## src/rtl/id_regfile_sb.sv

```systemverilog
// ID-stage register file: write-through bypass from WB plus a per-register pending-write
// scoreboard driving the decode stall. Optional macro ID_PC_READ_EN maps the top register to pc_in+8.
module id_regfile_sb #(
    parameter int unsigned DATA_W   = 32,
    parameter int unsigned ADDR_W   = 4,
    parameter int unsigned RD_PORTS = 2,
    parameter int unsigned CNT_W    = 2
) (
    input  logic                         clk,
    input  logic                         rst,
    input  logic [RD_PORTS-1:0]          rd_en,
    input  logic [RD_PORTS*ADDR_W-1:0]   rd_addr,
    output logic [RD_PORTS*DATA_W-1:0]   rd_data,
    output logic                         hazard,
    input  logic                         wb_en,
    input  logic [ADDR_W-1:0]            wb_dest,
    input  logic [DATA_W-1:0]            wb_data,
    input  logic                         iss_valid,
    input  logic                         iss_wb_en,
    input  logic [ADDR_W-1:0]            iss_dest,
    input  logic                         flush,
    input  logic [DATA_W-1:0]            pc_in,
    output logic                         sb_err
);

    localparam int unsigned       NUM_REGS = 2**ADDR_W;
    localparam logic [ADDR_W-1:0] TOP_REG  = ADDR_W'(NUM_REGS - 1);
    localparam logic [CNT_W-1:0]  CNT_MAX  = {CNT_W{1'b1}};

`ifdef ID_PC_READ_EN
    localparam bit PC_MAP = 1'b1;
    logic [DATA_W-1:0] pc_val;
    assign pc_val = pc_in + DATA_W'(8);
`else
    localparam bit PC_MAP = 1'b0;
    logic [DATA_W-1:0] pc_val;
    logic              unused_pc;
    assign pc_val    = '0;
    assign unused_pc = ^pc_in;
`endif

    logic [DATA_W-1:0]   regs    [NUM_REGS];
    logic [CNT_W-1:0]    cnt     [NUM_REGS];
    logic [CNT_W-1:0]    cnt_nxt [NUM_REGS];
    logic [ADDR_W-1:0]   rd_a    [RD_PORTS];
    logic [RD_PORTS-1:0] rd_pend;
    logic [NUM_REGS-1:0] inc_v;
    logic [NUM_REGS-1:0] dec_v;
    logic                wb_eff;
    logic                iss_acc;
    logic                err_set;

    // Writes aimed at the PC alias are dropped when that mapping is enabled
    assign wb_eff = wb_en && !(PC_MAP && (wb_dest == TOP_REG));

    always_comb begin
        for (int i = 0; i < RD_PORTS; i++) begin
            rd_a[i] = rd_addr[i*ADDR_W +: ADDR_W];
        end
    end

    // Read mux with zero-latency bypass; a port stalls only if writes remain after this WB
    always_comb begin
        rd_data = '0;
        rd_pend = '0;
        for (int i = 0; i < RD_PORTS; i++) begin
            if (PC_MAP && (rd_a[i] == TOP_REG)) begin
                rd_data[i*DATA_W +: DATA_W] = pc_val;
            end else begin
                if (wb_eff && (wb_dest == rd_a[i])) begin
                    rd_data[i*DATA_W +: DATA_W] = wb_data;
                end else begin
                    rd_data[i*DATA_W +: DATA_W] = regs[rd_a[i]];
                end
                rd_pend[i] = rd_en[i] &&
                             (cnt[rd_a[i]] > CNT_W'(wb_eff && (wb_dest == rd_a[i])));
            end
        end
    end

    assign hazard = |rd_pend;

    assign iss_acc = iss_valid && iss_wb_en && !hazard && !flush &&
                     !(PC_MAP && (iss_dest == TOP_REG));

    // Scoreboard next state: flush wins, matched inc/dec cancel, saturation flags an error
    always_comb begin
        inc_v   = '0;
        dec_v   = '0;
        err_set = 1'b0;
        for (int a = 0; a < NUM_REGS; a++) begin
            inc_v[a]   = iss_acc && (iss_dest == ADDR_W'(a));
            dec_v[a]   = wb_eff && (wb_dest == ADDR_W'(a)) && (cnt[a] != '0);
            cnt_nxt[a] = cnt[a];
            if (flush) begin
                cnt_nxt[a] = '0;
            end else if (inc_v[a] && !dec_v[a]) begin
                if (cnt[a] == CNT_MAX) begin
                    err_set = 1'b1;
                end else begin
                    cnt_nxt[a] = cnt[a] + CNT_W'(1);
                end
            end else if (dec_v[a] && !inc_v[a]) begin
                cnt_nxt[a] = cnt[a] - CNT_W'(1);
            end
        end
    end

    always_ff @(posedge clk or negedge rst) begin
        if (!rst) begin
            for (int a = 0; a < NUM_REGS; a++) begin
                regs[a] <= '0;
            end
        end else if (wb_eff) begin
            regs[wb_dest] <= wb_data;
        end
    end

    always_ff @(posedge clk or negedge rst) begin
        if (!rst) begin
            for (int a = 0; a < NUM_REGS; a++) begin
                cnt[a] <= '0;
            end
            sb_err <= 1'b0;
        end else begin
            for (int a = 0; a < NUM_REGS; a++) begin
                cnt[a] <= cnt_nxt[a];
            end
            if (err_set) begin
                sb_err <= 1'b1;
            end
        end
    end

endmodule

```

## config.mk

```make
export PLATFORM = sky130hd
export DESIGN_NAME = id_regfile_sb
export DESIGN_NICKNAME = d
export VERILOG_FILES = /design/src/rtl/id_regfile_sb.sv
export SDC_FILE = /design/constraint.sdc
export NUM_CORES = 1
export LEC_CHECK = 0
export CAP_MARGIN = 20
export CORE_UTILIZATION = 25
export CTS_CLUSTER_SIZE = 16
export DETAILED_ROUTE_END_ITERATION = 7
export PLACE_DENSITY_LB_ADDON = 0.08
export SLEW_MARGIN = 5
export SYNTH_ARGS = -nofsm -noshare
export SYNTH_HDL_FRONTEND = slang
export SYNTH_SLANG_ARGS = --single-unit
```

## constraint.sdc

```tcl
create_clock -name clk -period 10.6 [get_ports clk]
set_input_delay 2.12 -clock clk [delete_from_list [all_inputs] [get_ports clk]]
set_output_delay 2.12 -clock clk [all_outputs]
set_load 0.005 [all_outputs]
```

==> results of run 1 <==
==> critical path, stage by stage <==
cell and delay (ns):
buf_6 0.65, buf_4 0.72, xnor2_1 0.19, nand2_1 0.08
nor4_2 0.22, ha_1 0.22, o21ai_0 0.10, a2111oi_0 0.68
o32a_2 0.43, inv_2 0.17, clkdlybuf4s50_1 0.48
==> final cells by class <==
cell class,instances,area (um^2),share of cell area
clock inverter,17,282,0.00781
inverter,12,45.0,0.00125
clock buffer,109,2150,0.0598
sequential,545,13600,0.378
multi-input combinational,1755,16300,0.452
antenna,1,2.50,0.0000694
tap,1625,2030,0.0564
timing repair buffer,166,1600,0.0443
==> logic make-up after synthesis <==
| family | Yosys count | share of synthesized area |
|---|---|---|
| DFF | 545 | 0.443 |
| and+or+nand+nor | 987 | 0.134 |
| xor gates and xnor gates | 8 | 0.00228 |
| AOI/OAI and AO/OA | 85 | 0.0186 |
| adders and majority gates | 2 | 0.000813 |
| muxes | 673 | 0.369 |
| buffers and inverters | 264 | 0.0322 |
==> per-layer routing <==
layer | part of all wire | vias up | GRT usage | routed length, um
met5 | 0.00029 | - | 0 | 34
li1 | - | 9222 | - | -
met3 | 0.044 | 147 | 0.0303 | 5160
met4 | 0.021 | 6 | 0.0490 | 2440
met1 | 0.44 | 11648 | 0.254 | 52000
met2 | 0.49 | 566 | 0.320 | 57900
==> cell usage after synthesis (9+ instances only) <==
master	instances
nor3_1	11
inv_1	11
nand2_1	803
nor2b_1	10
clkbuf_1	181
mux4_2	336
mux2_2	322
o21ai_0	24
nor2_1	41
nand2b_1	9
nand4_1	12
dfrtp_1	545
buf_1	70
nand3_1	26
nor4_1	12
nor3b_1	11
mux2i_1	15
a21oi_1	17
==> per-stage QoR <==
| step | area (um^2) | setup slack [ns] |
|---|---|---|
| after floorplan | 30800 | 3.05 |
| after global placement | 33600 | 2.26 |
| after detailed placement | 33600 | 2.20 |
| after CTS | 36000 | 2.19 |
| after global routing | 36000 | 2.08 |
| final | 36000 | 2.18 |
==> sequential cells by signal (all words and copies together), names as in the netlist <==
name,count
cnt,32
regs,512
sb_err,1
==> power breakdown <==
group	switching [mW]	leakage [nW]	total (mW)	internal, mW
logic	0.632	7.21	1.58	0.948
registers	0.306	6.85	2.82	2.51
clock network	0.997	1.19	2.56	1.57
total	1.93	15.3	6.96	5.03
==> worst min path at each step <==
stage	cells after the start	slack, ns	start	end
after floorplan	2	0.46	regs[34]	regs[34]
after global placement	2	0.47	regs[268]	regs[268]
after detailed placement	2	0.48	regs[37]	regs[37]
after CTS	2	0.49	regs[37]	regs[37]
after global routing	2	0.52	regs[75]	regs[75]
final	2	0.49	regs[387]	regs[387]
==> out/metrics.yaml, run 1 <==
clocking:
  cts_buffer_depth: 3
  cts_setup_buffers: 0
  cts_tree: "built"
  insertion_delay_ns: 0.64
  cts_resized: 0
  clockRootBuffer: "clkbuf_16"
  ctsHoldBuffers: 0
  clk_pin_slew_worst_paths_ns: 0.05
  cts_buffers: 73
  clock_sinks: 545
  htree_levels: 3
worst_setup_path:
  r2r-end: "cnt[2]"
  rr_startpoint: "cnt[4]"
  critical_path.startpoint: "rd_addr[5]"
  cp_max_fo: 69
  end_kind: "output port"
  cp-start-kind: "primary input"
  reg2reg_setup_slack_ns: 5.91
  critical_path_arrival_ns: 6.30
  endpoint: "hazard"
  required_ns: 8.48
  r2r_cells: 11
  worstSetupPathType: "in -> out"
global_routing:
  overflow: 0
  grt_max_degree: 146
  grt_pass1_wl_um: 171000
  antenna_found_initial: 6
  grt_pass1_vias: 22901
  grt_usage: 0.190
final_layout:
  final_cell_mix: "794 x nand2_1, 545 x dfrtp_1, 336 x mux4_2"
  stdcell_count: 4230
  drive_above_1_share: 0.330
  final_common_cell: "nand2_1"
  n_fill_cell: 12278
  fin_nets: 2643
  area_growth_pct: 17.1
  final_util: 0.296
pwr:
  peakVddDrop_mv: 0.102
  powerDensity_mw_per_mm2: 193
  power.total_mw: 6.96
  leakagePower_nw: 15.3
die:
  num_rows: 128
  design.portCount: 154
  core_mm2: 0.122
  dieWidth_um: 353
  die_h_um: 353
  dieArea_mm2: 0.124
  start_util: 0.252
drt:
  wl_um: 118000
  drt_first_iter_violations: 1706
  first_pass_iters: 7
  via_per_inst: 5.10
  vias: 21589
  drc_errors: 0
  routedWlPerCell_um: 27.8
  final_antenna_net_count: 0
timing:
  tightest_slew_ns: 1.06
  rsz0062_at_grt: "false"
  max_freq_mhz: 119
  setup_tns_ns: 0
  fin_crit_ns: 8.42
  slew_viol_final: 0
  slew_headroom: 0.292
  hold_viol_final: 0
  finalClockSkew_ns: 0.0206
  timing.hold.ws_ns: 0.493
  min_period_over_period: 0.794
  setup_viol: 0
yosys:
  synth_top_cell_by_area: "dfrtp_1"
  synth_edf_count: 0
  yosys.area.top_type_share: 0.443
  postSynthAreaPerCell_um2: 12.0
  synth_area_leaders: "dfrtp_1 44%, mux4_2 25%, mux2_2 12%, nand2_1 9.8%, clkbuf_1 2.2%"
  synthFlopType: "dfrtp_1"
  postSynth.asyncResetShare: 1.00
  yosysUniqueCellTypes: 57
  synth-seq-cells: 545
  syn_inst: 2564
  yosysSeqAreaShare: 0.443
  yosys_warnings: 0
  synth_fp_nets: 2654
  synth_area_mm2: 0.0308
place:
  dp_hpwl_um: 63200
  place_inst: 4103
  gp_congestion: 0.746
  port_buffers: 121
min_path:
  min_path_type: "reg -> reg"
status:
  status: "finished clean"
run:
  maxCapViolCount: 0
Power figures use the tool's default switching activity.
==> inputs of run 2 (changes only) <==
Clock period 10.6 ns to 7.31 ns, I/O delays scaled along.
==> run 2 against run 1 <==
  * Worst setup slack worse by 1.0 ns
  * Critical path depth is 1 lower
  * Clock skew is 0.010 ns lower
  * Sequential power is 45% higher
  * Via count is 0.10% lower
  * Non-clock buffer count is 6 higher
  * Final cell count is 0.28% higher
  * Register-to-register slack worse by 2.9 ns
  * Wire length is 0.87% lower
  * Flip-flop and latch count stayed put
  * Critical path type unchanged
==> out/metrics.yaml, run 2 (same netlist as run 1, synthesis figures left out) <==
worst_setup_path:
  max_stage_delay_ns: 0.58  # was 0.72 ns
  path_buf_inv: 4  # unchanged
  timing.critical_path.mode_cell: "mux4_2"
  cp-start-kind: "primary input"  # unchanged
  r2r_cells: 11  # unchanged
  end_kind: "output port"  # unchanged
  crit_chain: "buf_6 -> mux4_2 -> mux4_2 -> inv_1 -> ha_1 -> o21ai_0 -> a2111oi_0 -> o32a_2 -> inv_2 -> clkdlybuf4s50_1"  # was buf_6 -> buf_4 -> xnor2_1 -> nand2_1 -> nor4_2 -> ha_1 -> o21ai_0 -> a2111oi_0 -> o32a_2 -> inv_2 -> clkdlybuf4s50_1
  reg2reg_setup_slack_ns: 3.06  # was 5.91 ns
  r2r-end: "cnt[4]"  # was cnt[2]
  worst_path_max_delay_cell: "mux4_2"  # was buf_4
  rr_startpoint: "cnt[14]"  # was cnt[4]
  cp_max_fo: 31  # was 69
  required_ns: 5.85  # was 8.48 ns
  cp.depth: 10  # was 11
  crit_family: "buffers and inverters"  # unchanged
  critical_path_arrival_ns: 4.70  # was 6.30 ns
  worstSetupPathType: "in -> out"  # unchanged
drt:
  via_per_inst: 5.08  # was 5.10
  drc_errors: 0  # unchanged
  routedWlPerCell_um: 27.5  # was 27.8 um
  vias: 21567  # about the same
  final_antenna_net_count: 0  # unchanged
  first_pass_iters: 6  # was 7
  drt_first_iter_violations: 1358  # was 1,706
  wl_um: 117000  # was 118,000 um
clocking:
  cts_buffer_depth: 3  # unchanged
  htree_levels: 3  # unchanged
  insertion_delay_ns: 0.65  # was 0.64 ns
  clock_sinks: 545  # unchanged
  ctsHoldBuffers: 0  # unchanged
  cts_resized: 0  # unchanged
  cts_setup_buffers: 0  # unchanged
  clk_pin_slew_worst_paths_ns: 0.05  # about the same
  cts_buffers: 73  # unchanged
  cts_tree: "built"  # unchanged
  clockRootBuffer: "clkbuf_16"  # unchanged
die:
  dieWidth_um: 353  # unchanged
  dieArea_mm2: 0.124  # unchanged
  die_h_um: 353  # unchanged
  design.portCount: 154  # unchanged
  num_rows: 128  # unchanged
  start_util: 0.252  # unchanged
  core_mm2: 0.122  # unchanged
pwr:
  powerDensity_mw_per_mm2: 279  # was 193 mW/mm^2
  peakVddDrop_mv: 0.149  # was 0.102 mV
  leakagePower_nw: 15.3  # about the same
min_path:
  hold_start: "regs[82]"  # was regs[387]
  whs_endpoint: "regs[82]"  # was regs[387]
  min_path_type: "reg -> reg"  # unchanged
  hold_path_depth: 2  # unchanged
timing:
  setup_viol: 0  # unchanged
  tightest_slew_ns: 1.15  # was 1.06 ns
  slew_headroom: 0.222  # was 0.292
  setup_tns_ns: 0  # unchanged
  rsz0062_at_grt: "false"  # unchanged
  max_freq_mhz: 162
  min_period_over_period: 0.842
  timing.hold.ws_ns: 0.495  # was 0.493 ns
  worst_slack_ns: 1.15  # was 2.18 ns
  fin_crit_ns: 6.16
  finalClockSkew_ns: 0.0104  # was 0.0206 ns
  slew_viol_final: 0  # unchanged
  hold_viol_final: 0  # unchanged
global_routing:
  grt_pass1_wl_um: 170000  # was 171,000 um
  antenna_found_initial: 7  # was 6
  grt_max_degree: 138  # was 146
  grt_usage: 0.188  # was 0.190
  overflow: 0  # unchanged
  grt_pass1_vias: 23076  # was 22.9k
final_layout:
  regMostFlops: "regs"  # unchanged
  area_growth_pct: 17.5  # was 17.1%
  largest_register_ffs: 512  # unchanged
  register_area_mm2: 0.0136  # unchanged
  n_fill_cell: 12284  # about the same
  final_common_cell: "nand2_1"  # unchanged
  reg_top3: "regs x512, cnt x32, sb_err x1"  # unchanged
  final_cell_mix: "794 x nand2_1, 545 x dfrtp_1, 336 x mux4_2"  # unchanged
  fin_nets: 2649  # was 2,643
  drive_above_1_share: 0.334  # was 0.330
  multi_input_comb_area_mm2: 0.0163  # unchanged
place:
  dp_hpwl_um: 64000  # was 63,200 um
  gp_congestion: 0.755  # was 0.746
  port_buffers: 121  # unchanged
  preCtsSetupSlack_ns: 1.18  # was 2.20 ns
run:
  maxCapViolCount: 0  # unchanged
status:
  status: "finished clean"  # unchanged
## run 2: cell types whose count changed in the layout (fill, tap and decap cells not counted), moves of 2 or more
cell,before,now
buf_12,4,7
inv_6,2,4
bufinv_16,7,5
clkinv_2,6,12
## run 2: per-stage QoR
| step | instances | total power [mW] | util | area (um^2) |
|---|---|---|---|---|
| after detailed placement | 4107 | 6.46 | 0.276 | 33700 |
| after global routing | 4242 | 10.6 | 0.296 | 36100 |
| after CTS | 4239 | 10.3 | 0.296 | 36100 |
| after global placement | 4107 | 6.37 | 0.276 | 33700 |
| final | 4242 | 10.1 | 0.296 | 36100 |
| after floorplan | 2564 | 5.55 | - | 30800 |
## run 2: worst max path at each step
stage,from,end,slack (ns)
finish,rd_addr[5],hazard,1.15
floorplan,rd_addr[4],hazard,1.08
global route,rd_addr[5],hazard,1.07
CTS,rd_addr[5],hazard,1.17
detailed placement,rd_addr[5],hazard,1.18
global placement,rd_addr[5],hazard,1.21
## run 2: cell type report
class,instances,area share
inverters,12,0.00125
repair buffers,172,0.0470
clock buffers,108,0.0595
diodes,1,0.0000692
flip-flops and latches,545,0.377
clock inverters,24,0.00800
well taps,1625,0.0563
multi-input cells,1755,0.451
## run 2: worst reg2reg max path, cell delays in order, from the launching register on
cell and delay [ns]:
dfrtp_1 0.48, mux4_2 0.53, mux4_2 0.47, inv_1 0.08, ha_1 0.14, o21ai_0 0.11
a2111oi_0 0.55, o32a_2 0.26, inv_2 0.10, or4_1 0.70, nor4b_1 0.22, or4_1 0.49
## run 2: power breakdown
| part | switching (mW) | internal, mW |
|---|---|---|
| clock | 1.49 | 2.22 |
| sequential | 0.454 | 3.64 |
| combinational | 0.909 | 1.38 |
## run 2: routing by layer
layer  wire, um  global-route usage  vias to the layer above
met5         33                   0                        -
met4       3140              0.0544                        6
met3       5070              0.0318                      174
met2      56500               0.311                      555
met1      51800               0.252                    11586
li1           -                   -                     9246
==> inputs of run 3 (changes only) <==
Clock period 7.31 ns to 5.7 ns, I/O delays scaled along.
==> run 3 against run 2 <==
  * Worst setup slack worse by 0.80 ns
  * Clock-buffer cell count grew 11
  * Clock power increased by 27%
  * First-iteration DRC count rose by 10%
  * Via count down 0.15%
  * Register-to-register slack lost 1.5 ns
  * Worst hold slack worse by 0.10 ns
  * Flip-flop and latch count stayed put
  * Power up 28%
  * Combinational power grew 29%
  * Die area is the same
==> out/metrics.yaml, run 3 (same netlist as run 1, synthesis figures left out) <==
status:
  status: "finished clean"  # unchanged
drt:
  drc_errors: 0  # unchanged
  drt_first_iter_violations: 1498  # was 1,358
  wl_um: 116000  # was 117,000 um
  first_pass_iters: 5  # was 6
  routedWlPerCell_um: 27.4  # was 27.5 um
  final_antenna_net_count: 0  # unchanged
  vias: 21535  # was 21.6k
  via_per_inst: 5.07  # was 5.08
place:
  place_inst: 4121  # was 4,107
  dp_hpwl_um: 63700  # was 64,000 um
  gp_congestion: 0.766  # was 0.755
  place_area_mm2: 0.0338  # was 0.0337 mm^2
  port_buffers: 121  # unchanged
  preCtsSetupSlack_ns: 0.370  # was 1.18 ns
timing:
  slew_viol_final: 0  # unchanged
  slew_headroom: 0.285  # was 0.222
  setup_viol: 0  # unchanged
  rsz0062_at_grt: "false"  # unchanged
  hold_viol_final: 0  # unchanged
  setup_tns_ns: 0  # unchanged
  tightest_slew_ns: 1.07  # was 1.15 ns
  worst_slack_ns: 0.348  # was 1.15 ns
  timing.hold.ws_ns: 0.392  # was 0.495 ns
  min_period_over_period: 0.939
  max_freq_mhz: 187
  fin_crit_ns: 5.35
  finalClockSkew_ns: 0.00872  # was 0.0104 ns
die:
  dieWidth_um: 353  # unchanged
  num_rows: 128  # unchanged
  dieArea_mm2: 0.124  # unchanged
  core_mm2: 0.122  # unchanged
  die_h_um: 353  # unchanged
  design.portCount: 154  # unchanged
  start_util: 0.252  # unchanged
clocking:
  cts_buffer_depth: 3  # unchanged
  ctsHoldBuffers: 0  # unchanged
  clk_pin_slew_worst_paths_ns: 0.05  # about the same
  insertion_delay_ns: 0.64  # was 0.65 ns
  cts_buffers: 74  # was 73
  clockRootBuffer: "clkbuf_16"  # unchanged
  cts_resized: 0  # unchanged
  htree_levels: 3  # unchanged
  clock_sinks: 545  # unchanged
  cts_setup_buffers: 0  # unchanged
  cts_tree: "built"  # unchanged
worst_setup_path:
  cp-start-kind: "primary input"  # unchanged
  end_kind: "output port"  # unchanged
  worstSetupPathType: "in -> out"  # unchanged
  critical_path_arrival_ns: 4.21  # was 4.70 ns
  required_ns: 4.56  # was 5.85 ns
  cp_max_fo: 10  # was 31
final_layout:
  regMostFlops: "regs"  # unchanged
  final_cell_mix: "794 x nand2_1, 545 x dfrtp_1, 336 x mux4_2"  # unchanged
  reg_top3: "regs x512, cnt x32, sb_err x1"  # unchanged
  stdcell_count: 4251  # was 4,242
  drive_above_1_share: 0.333  # was 0.334
  diodes: 0  # was 1
  largest_register_ffs: 512  # unchanged
  n_fill_cell: 12161  # was 12.3k
  area_growth_pct: 17.8  # was 17.5%
  fin_nets: 2662  # was 2,649
  final_common_cell: "nand2_1"  # unchanged
  final_util: 0.297  # was 0.296
  fin_area_mm2: 0.0363  # was 0.0361 mm^2
pwr:
  peakVddDrop_mv: 0.206  # was 0.149 mV
  power.total_mw: 12.9  # was 10.1 mW
  leakagePower_nw: 15.4  # was 15.3 nW
  powerDensity_mw_per_mm2: 356  # was 279 mW/mm^2
run:
  maxCapViolCount: 0  # unchanged
global_routing:
  grt_pass1_vias: 22941  # was 23.1k
  grt_pass1_wl_um: 171000  # was 170,000 um
  antenna_found_initial: 5  # was 7
  grt_usage: 0.188  # about the same
  overflow: 0  # unchanged
  grt_max_degree: 152  # was 138
min_path:
  min_path_type: "in -> async"  # was reg -> reg
==> run 3: cell count changes in the layout (fill, tap and decap cells not counted), sizes merged <==
cell,change
bufinv,-1
clkinv,-8
clkinvlp,-1
clkbuf,+11
inv,-3
buf,+12
diode,-1
==> run 3: cell type report <==
cell class / instances / area [um^2] / share of cell area
multi-input combinational: 1755 / 16300 / 0.449
sequential: 545 / 13600 / 0.376
clock buffer: 119 / 2240 / 0.0619
tap: 1625 / 2030 / 0.0561
timing repair buffer: 184 / 1840 / 0.0508
clock inverter: 11 / 163 / 0.00449
inverter: 12 / 45.0 / 0.00124
==> run 3: final timing paths <==
kind / start / to / slack (ns) / cells past startpoint
min reg2reg: regs[57] / regs[57] / 0.49 / 2
max: wb_dest[2] / hazard / 0.35 / 9
min: rst / cnt[22] / 0.39 / 1
max in group asynchronous: rst / regs[16] / 4.00 / 2
min in group clk: regs[57] / regs[57] / 0.49 / 2
max reg2reg: cnt[4] / cnt[4] / 1.54 / 11
==> run 3: report_power, final <==
group / internal [mW] / total [mW] / switching, mW
Sequential: 4.67 / 5.25 / 0.571
Combinational: 1.78 / 2.95 / 1.17
Clock: 2.86 / 4.72 / 1.86
==> run 3: critical path, cell delays in order <==
cell,delay [ns]
clkdlybuf4s50_1,0.61
xor2_1,0.27
nor4_4,0.47
ha_1,0.33
o21ai_0,0.17
a2111oi_0,0.10
o32a_2,0.41
inv_2,0.17
clkdlybuf4s50_1,0.53
==> run 3: routing by layer <==
metal  vias to the layer above  track usage  routed length (um)
li1                       9253            -                   -
met1                     11636        0.264               53600
met2                       502        0.305               55400
met3                       140       0.0270                4960
met4                         4       0.0487                2320
met5                         -            0                  20
